**src/rtl/ibuffer_col_stream.sv**
```systemverilog
// Column input buffer: DEPTH-word queue feeding a LANES-element shift register, emitted one element per ENDown.
// Optional IBUF_COL_UNDERRUN_EN adds a sticky Underrun flag backed by an 8-bit saturating underrun counter.
module ibuffer_col_stream #(
   parameter int DATA_W = 8,
   parameter int LANES  = 4,
   parameter int DEPTH  = 4
) (
   input  logic                         CLK,
   input  logic                         RSTN,
   input  logic                         IValid,
   output logic                         IReady,
   input  logic [DATA_W*LANES-1:0]      IWord,
   input  logic                         Flush,
   input  logic                         ENDown,
   output logic [DATA_W-1:0]            OD,
   output logic                         ENShift,
   output logic [$clog2(DEPTH+1)-1:0]   Count,
   output logic                         Empty,
   output logic                         Underrun
);

   localparam int WW = DATA_W * LANES;
   localparam int CW = $clog2(DEPTH + 1);
   localparam int PW = $clog2(DEPTH);
   localparam int RW = $clog2(LANES + 1);

   logic [WW-1:0]     mem_q [DEPTH];
   logic [PW-1:0]     wr_ptr_q, wr_ptr_d, rd_ptr_q, rd_ptr_d;
   logic [CW-1:0]     count_q, count_d;
   logic [RW-1:0]     rem_q, rem_d;
   logic [WW-1:0]     sr_q, sr_d;
   logic [DATA_W-1:0] od_q, od_d;
   logic              enshift_q;
   logic              full_s, push_s, load_s;

   assign full_s  = (count_q == CW'(DEPTH));
   assign IReady  = ~full_s;
   assign OD      = od_q;
   assign ENShift = enshift_q;
   assign Count   = count_q;
   assign Empty   = (count_q == {CW{1'b0}}) && (rem_q == {RW{1'b0}});

   // Full queue refuses a push even when a pop happens in the same cycle
   assign push_s = IValid & ~full_s & ~Flush;
   assign load_s = ~Flush & (count_q != {CW{1'b0}}) &
                   ((rem_q == {RW{1'b0}}) | (ENDown & (rem_q == RW'(1))));

   // Next-state for shift register, element counter, queue pointers and output element
   always_comb begin
      sr_d     = sr_q;
      rem_d    = rem_q;
      od_d     = {DATA_W{1'b0}};
      count_d  = count_q;
      rd_ptr_d = rd_ptr_q;
      wr_ptr_d = wr_ptr_q;
      if (Flush) begin
         sr_d     = {WW{1'b0}};
         rem_d    = {RW{1'b0}};
         count_d  = {CW{1'b0}};
         rd_ptr_d = {PW{1'b0}};
         wr_ptr_d = {PW{1'b0}};
      end else begin
         if (ENDown && (rem_q != {RW{1'b0}})) begin
            od_d  = sr_q[WW-1 -: DATA_W];
            sr_d  = {sr_q[WW-DATA_W-1:0], {DATA_W{1'b0}}};
            rem_d = rem_q - RW'(1);
         end else begin
            od_d  = {DATA_W{1'b0}};
         end
         // A load overrides the shift so the last element and the next word meet with no bubble
         if (load_s) begin
            sr_d     = mem_q[rd_ptr_q];
            rem_d    = RW'(LANES);
            rd_ptr_d = rd_ptr_q + PW'(1);
         end else begin
            rd_ptr_d = rd_ptr_q;
         end
         if (push_s) begin
            wr_ptr_d = wr_ptr_q + PW'(1);
         end else begin
            wr_ptr_d = wr_ptr_q;
         end
         count_d = count_q + CW'(push_s) - CW'(load_s);
      end
   end

   // Datapath and control state registers
   always_ff @(posedge CLK or negedge RSTN) begin
      if (!RSTN) begin
         sr_q      <= {WW{1'b0}};
         rem_q     <= {RW{1'b0}};
         od_q      <= {DATA_W{1'b0}};
         count_q   <= {CW{1'b0}};
         rd_ptr_q  <= {PW{1'b0}};
         wr_ptr_q  <= {PW{1'b0}};
         enshift_q <= 1'b0;
      end else begin
         sr_q      <= sr_d;
         rem_q     <= rem_d;
         od_q      <= od_d;
         count_q   <= count_d;
         rd_ptr_q  <= rd_ptr_d;
         wr_ptr_q  <= wr_ptr_d;
         enshift_q <= ENDown;
      end
   end

   // Word queue storage
   always_ff @(posedge CLK or negedge RSTN) begin
      if (!RSTN) begin
         for (int i = 0; i < DEPTH; i++) begin
            mem_q[i] <= {WW{1'b0}};
         end
      end else if (push_s) begin
         mem_q[wr_ptr_q] <= IWord;
      end
   end

`ifdef IBUF_COL_UNDERRUN_EN
   logic [7:0] urun_cnt_q, urun_cnt_d;

   // Saturating count of ENDown pulses that found no element to emit; Flush leaves it alone
   always_comb begin
      urun_cnt_d = urun_cnt_q;
      if (ENDown && (rem_q == {RW{1'b0}}) && (urun_cnt_q != 8'hFF)) begin
         urun_cnt_d = urun_cnt_q + 8'd1;
      end else begin
         urun_cnt_d = urun_cnt_q;
      end
   end

   // Underrun counter register
   always_ff @(posedge CLK or negedge RSTN) begin
      if (!RSTN) begin
         urun_cnt_q <= 8'd0;
      end else begin
         urun_cnt_q <= urun_cnt_d;
      end
   end

   assign Underrun = (urun_cnt_q != 8'd0);
`else
   assign Underrun = 1'b0;
`endif

endmodule

```
**config.mk**
```make
export PLATFORM = sky130hd
export DESIGN_NAME = ibuffer_col_stream
export DESIGN_NICKNAME = d
export VERILOG_FILES = /design/src/rtl/ibuffer_col_stream.sv
export SDC_FILE = /design/constraint.sdc
export NUM_CORES = 1
export LEC_CHECK = 0
export BUFFER_PORTS_ARGS = -buffer_cell sky130_fd_sc_hd__buf_2
export CORE_ASPECT_RATIO = 1.4
export CORE_UTILIZATION = 40
export CTS_BUF_LIST = sky130_fd_sc_hd__clkbuf_16
export CTS_CLUSTER_SIZE = 40
export DETAILED_ROUTE_END_ITERATION = 10
export GPL_TIMING_DRIVEN = 0
export PLACE_DENSITY_LB_ADDON = 0.05
export SKIP_LAST_GASP = 1
export SYNTH_ARGS = -nofsm -noshare
export SYNTH_HDL_FRONTEND = slang
export SYNTH_SLANG_ARGS = --single-unit
```
**constraint.sdc**
```tcl
create_clock -name CLK -period 8.4 [get_ports CLK]
set_input_delay 0.42 -clock CLK [delete_from_list [all_inputs] [get_ports CLK]]
set_output_delay 0.42 -clock CLK [all_outputs]
set_load 0.02 [all_outputs]
```
==> results by group <==
Outcome
  • Status: finished, violations left
  • Failing checks: hold timing

Timing
  • Crit path time final: approximately 3100 ps
  • Fmax: around 320 MHz
  • Final period util: 0.3677
  • Final setup violation count: 0
  • Relative max-transition margin: 0.5365
  • Worst hold slack: -19.39 ps
  • Hold Vio Cnt, Final: 8
  • RSZ-0062 raised after global routing: false
  • Max Transition Viols Final: 0
  • Fin Setup TNS: 0 ps
  • Clock skew: 8.969 ps
  • Least-Margin Pin Slew: 695.3 ps

Global routing
  • Met1 Track Usage GR: 0.2404
  • First-pass GRT wire length: about 28000 um
  • Vias in the first global route: around 4900
  • Most used routing layer in global routing: met2
  • Pin count of the biggest net entering global routing: approximately 90
  • GR met2 Demand/Resource: 0.3198
  • Total Routing Usage GR: 0.1868
  • Gr ovfl total: 0
  • Initial antenna violation count: 0
  • Met3 usage: 0.03828

Floorplanning
  • I/O pin count: between 50 and 60
  • Initial core utilization: 0.4101
  • DIE AREA: 0.02036 mm2
  • Core box area: 0.01929 mm2
  • Chip width: 120.9 um
  • Die Height: between 150 and 200 um
  • Number of core rows: 60

Synthesis
  • Post-synth EDFFs: 0
  • Syn nets: between 500 and 600
  • Synth unique cells: 44
  • #FFs+latches synth: 179
  • Share of flip-flops with an asynchronous set or reset: 1.000
  • Dominant synthesized flop cell: dfrtp_1
  • Mean Syn Cell Area: 15.64 um2
  • Yosys warns: 0
  • Mapped Cells: 506
  • Post-synthesis sequential area ratio: 0.5661
  • Synth Cell Area: between 0.007 and 0.008 mm2

Drt
  • Remaining DRCs: 0
  • Drt pass-1 iters: 7
  • Vias per cell: about 5.4
  • Via count: between 4000 and 5000
  • WL per Instance: about 21 um
  • Iter 0 DRT Violations: approximately 200
  • Routed WL: 17460 um
  • Post-DRT Antenna Nets: 0

Worst setup path
  • R2R setup slack: about 5300 ps
  • Crit path kind: register to register
  • Largest fanout on the critical path: 10
  • Largest stage delay, worst path: between 400 and 500 ps
  • Worst Setup End Kind: register
  • Worst Reg-to-Reg Cells: 12
  • Critical path depth: 12
  • Crit path launch type: register
  • Critical R2R Launch: Count[1]
  • Crit path DAT: ~3400 ps
  • Crit path buf inv count: 4
  • Delay-heaviest family, CP: simple AND/OR/NAND/NOR gates
  • Critical R2R Capture: Count[2]
  • Required @ worst endpoint: roughly 8700 ps
  • Cell breakdown of the critical path: or3_4, clkbuf_1, nand3_1, clkinv_1, ha_1, inv_1, ha_1, inv_1, fa_1, xor2_1, and2_1, nor3_1
  • CP max-delay cell: dfrtp_1
  • Crit path launch: Count[1]

Clocking
  • Post-CTS setup buffer count: 0
  • CTS root buffer: clkbuf_16
  • Worst skew pair latency: ~430 ps
  • CTS tree: yes
  • Count of hold-fix buffers inserted at cts: 0
  • Cts repair resizes: 0
  • H-Tree Depth: 4
  • Reg clk slew, reported paths: roughly 70 ps
  • Clock Sinks: roughly 180
  • Num CTS Buffers: 17
  • Clk buf depth: 2

Power and ir drop
  • Peak supply drop: approximately 0.16 mV
  • Pwr Density: ~350 mW/mm2
  • Static leakage: between 0.004 and 0.005 uW

Final layout
  • Diode count: 0
  • Most common cell after layout, fill and taps aside: dfrtp_1
  • Design Area, Final: 0.009130 mm2
  • Layout area overhead: 15.39%
  • Non-Filler Instances: between 800 and 900
  • Layout Nets: a little over 600
  • Share of layout cells above drive strength 1: 0.4346
  • Most frequent cells in the layout: dfrtp_1 (179), mux2_2 (115), buf_2 (66)
  • Post-layout util: 0.4732

Placement
  • # port buffers: 50
  • Final HPWL DP: roughly 12000 um
  • Final Wtd Congestion: 0.7608
  • DP Cell Count: around 810
  • Placed Area: approximately 0.0085 mm2

Run
  • Max-cap violation count: 0

Worst hold path
  • Tightest Hold Check Type: primary input to async pin
-- where the power goes --
part,switching [uW],internal [uW]
sequential,166,1180
combinational,455,537
clock,361,478
total,983,2200
-- metal layers --
metal | vias to the layer above | wire [um]
met5 | - | 0
met4 | 0 | 181
met3 | 15 | 517
met2 | 72 | 9032
met1 | 2383 | 7731
li1 | 2075 | -
-- synthesized netlist by cell type (6+ instances only) --
master / count / area [um2]
a221o_1: 24 / 240.2
a22o_1: 8 / 70.07
and2_1: 9 / 56.30
and4_1: 23 / 201.4
buf_2: 17 / 85.08
clkbuf_1: 10 / 37.54
dfrtp_1: 179 / 4479
ha_1: 9 / 112.6
inv_1: 9 / 33.78
mux2_1: 13 / 146.4
mux2_2: 115 / 1295
mux4_2: 27 / 608.1
nand3_1: 8 / 40.04
nor2_1: 6 / 22.52
-- state kept, by name, indices dropped and copies added (netlist names) --
name,flops
rd_ptr_q,2
ENShift,1
OD,8
mem_q,128
Count,3
rem_q,3
wr_ptr_q,2
sr_q,32
-- cell families after synthesis --
kind of cell,Yosys count,synth area share
muxes,162,0.2781
and+or+nand+nor,62,0.05487
other,1,0.0004739
DFF,179,0.5661
adders and majority gates,10,0.01676
xor gates and xnor gates,1,0.001107
buffers and inverters,45,0.03099
AOI/OAI and AO/OA,46,0.05155
-- metrics by stage --
step | total power [uW] | worst slack (ps)
CTS | 3227 | 5240
floorplan | 2054 | 5642
global route | 3375 | 5003
detailed placement | 2379 | 5297
finish | 3182 | 5311
global placement | 2334 | 4131
-- cell type report --
type                       instances  area, um2
clock inverter                    15      193.9
inverter                          11      41.29
tap                              248      310.3
multi-input combinational        282       3188
sequential                       179       4479
clock buffer                      17      425.4
timing repair buffer              51      287.8
fill                            1716      10160
buffer                            34      203.9
-- worst max path at each step --
stage / to / slack (ps)
floorplan: Count[2] / 5640
global placement: mem_q[1] / 4130
detailed placement: Count[2] / 5300
CTS: Count[2] / 5240
global route: Count[2] / 5000
finish: Count[2] / 5310
Power figures use the tool's default switching activity.
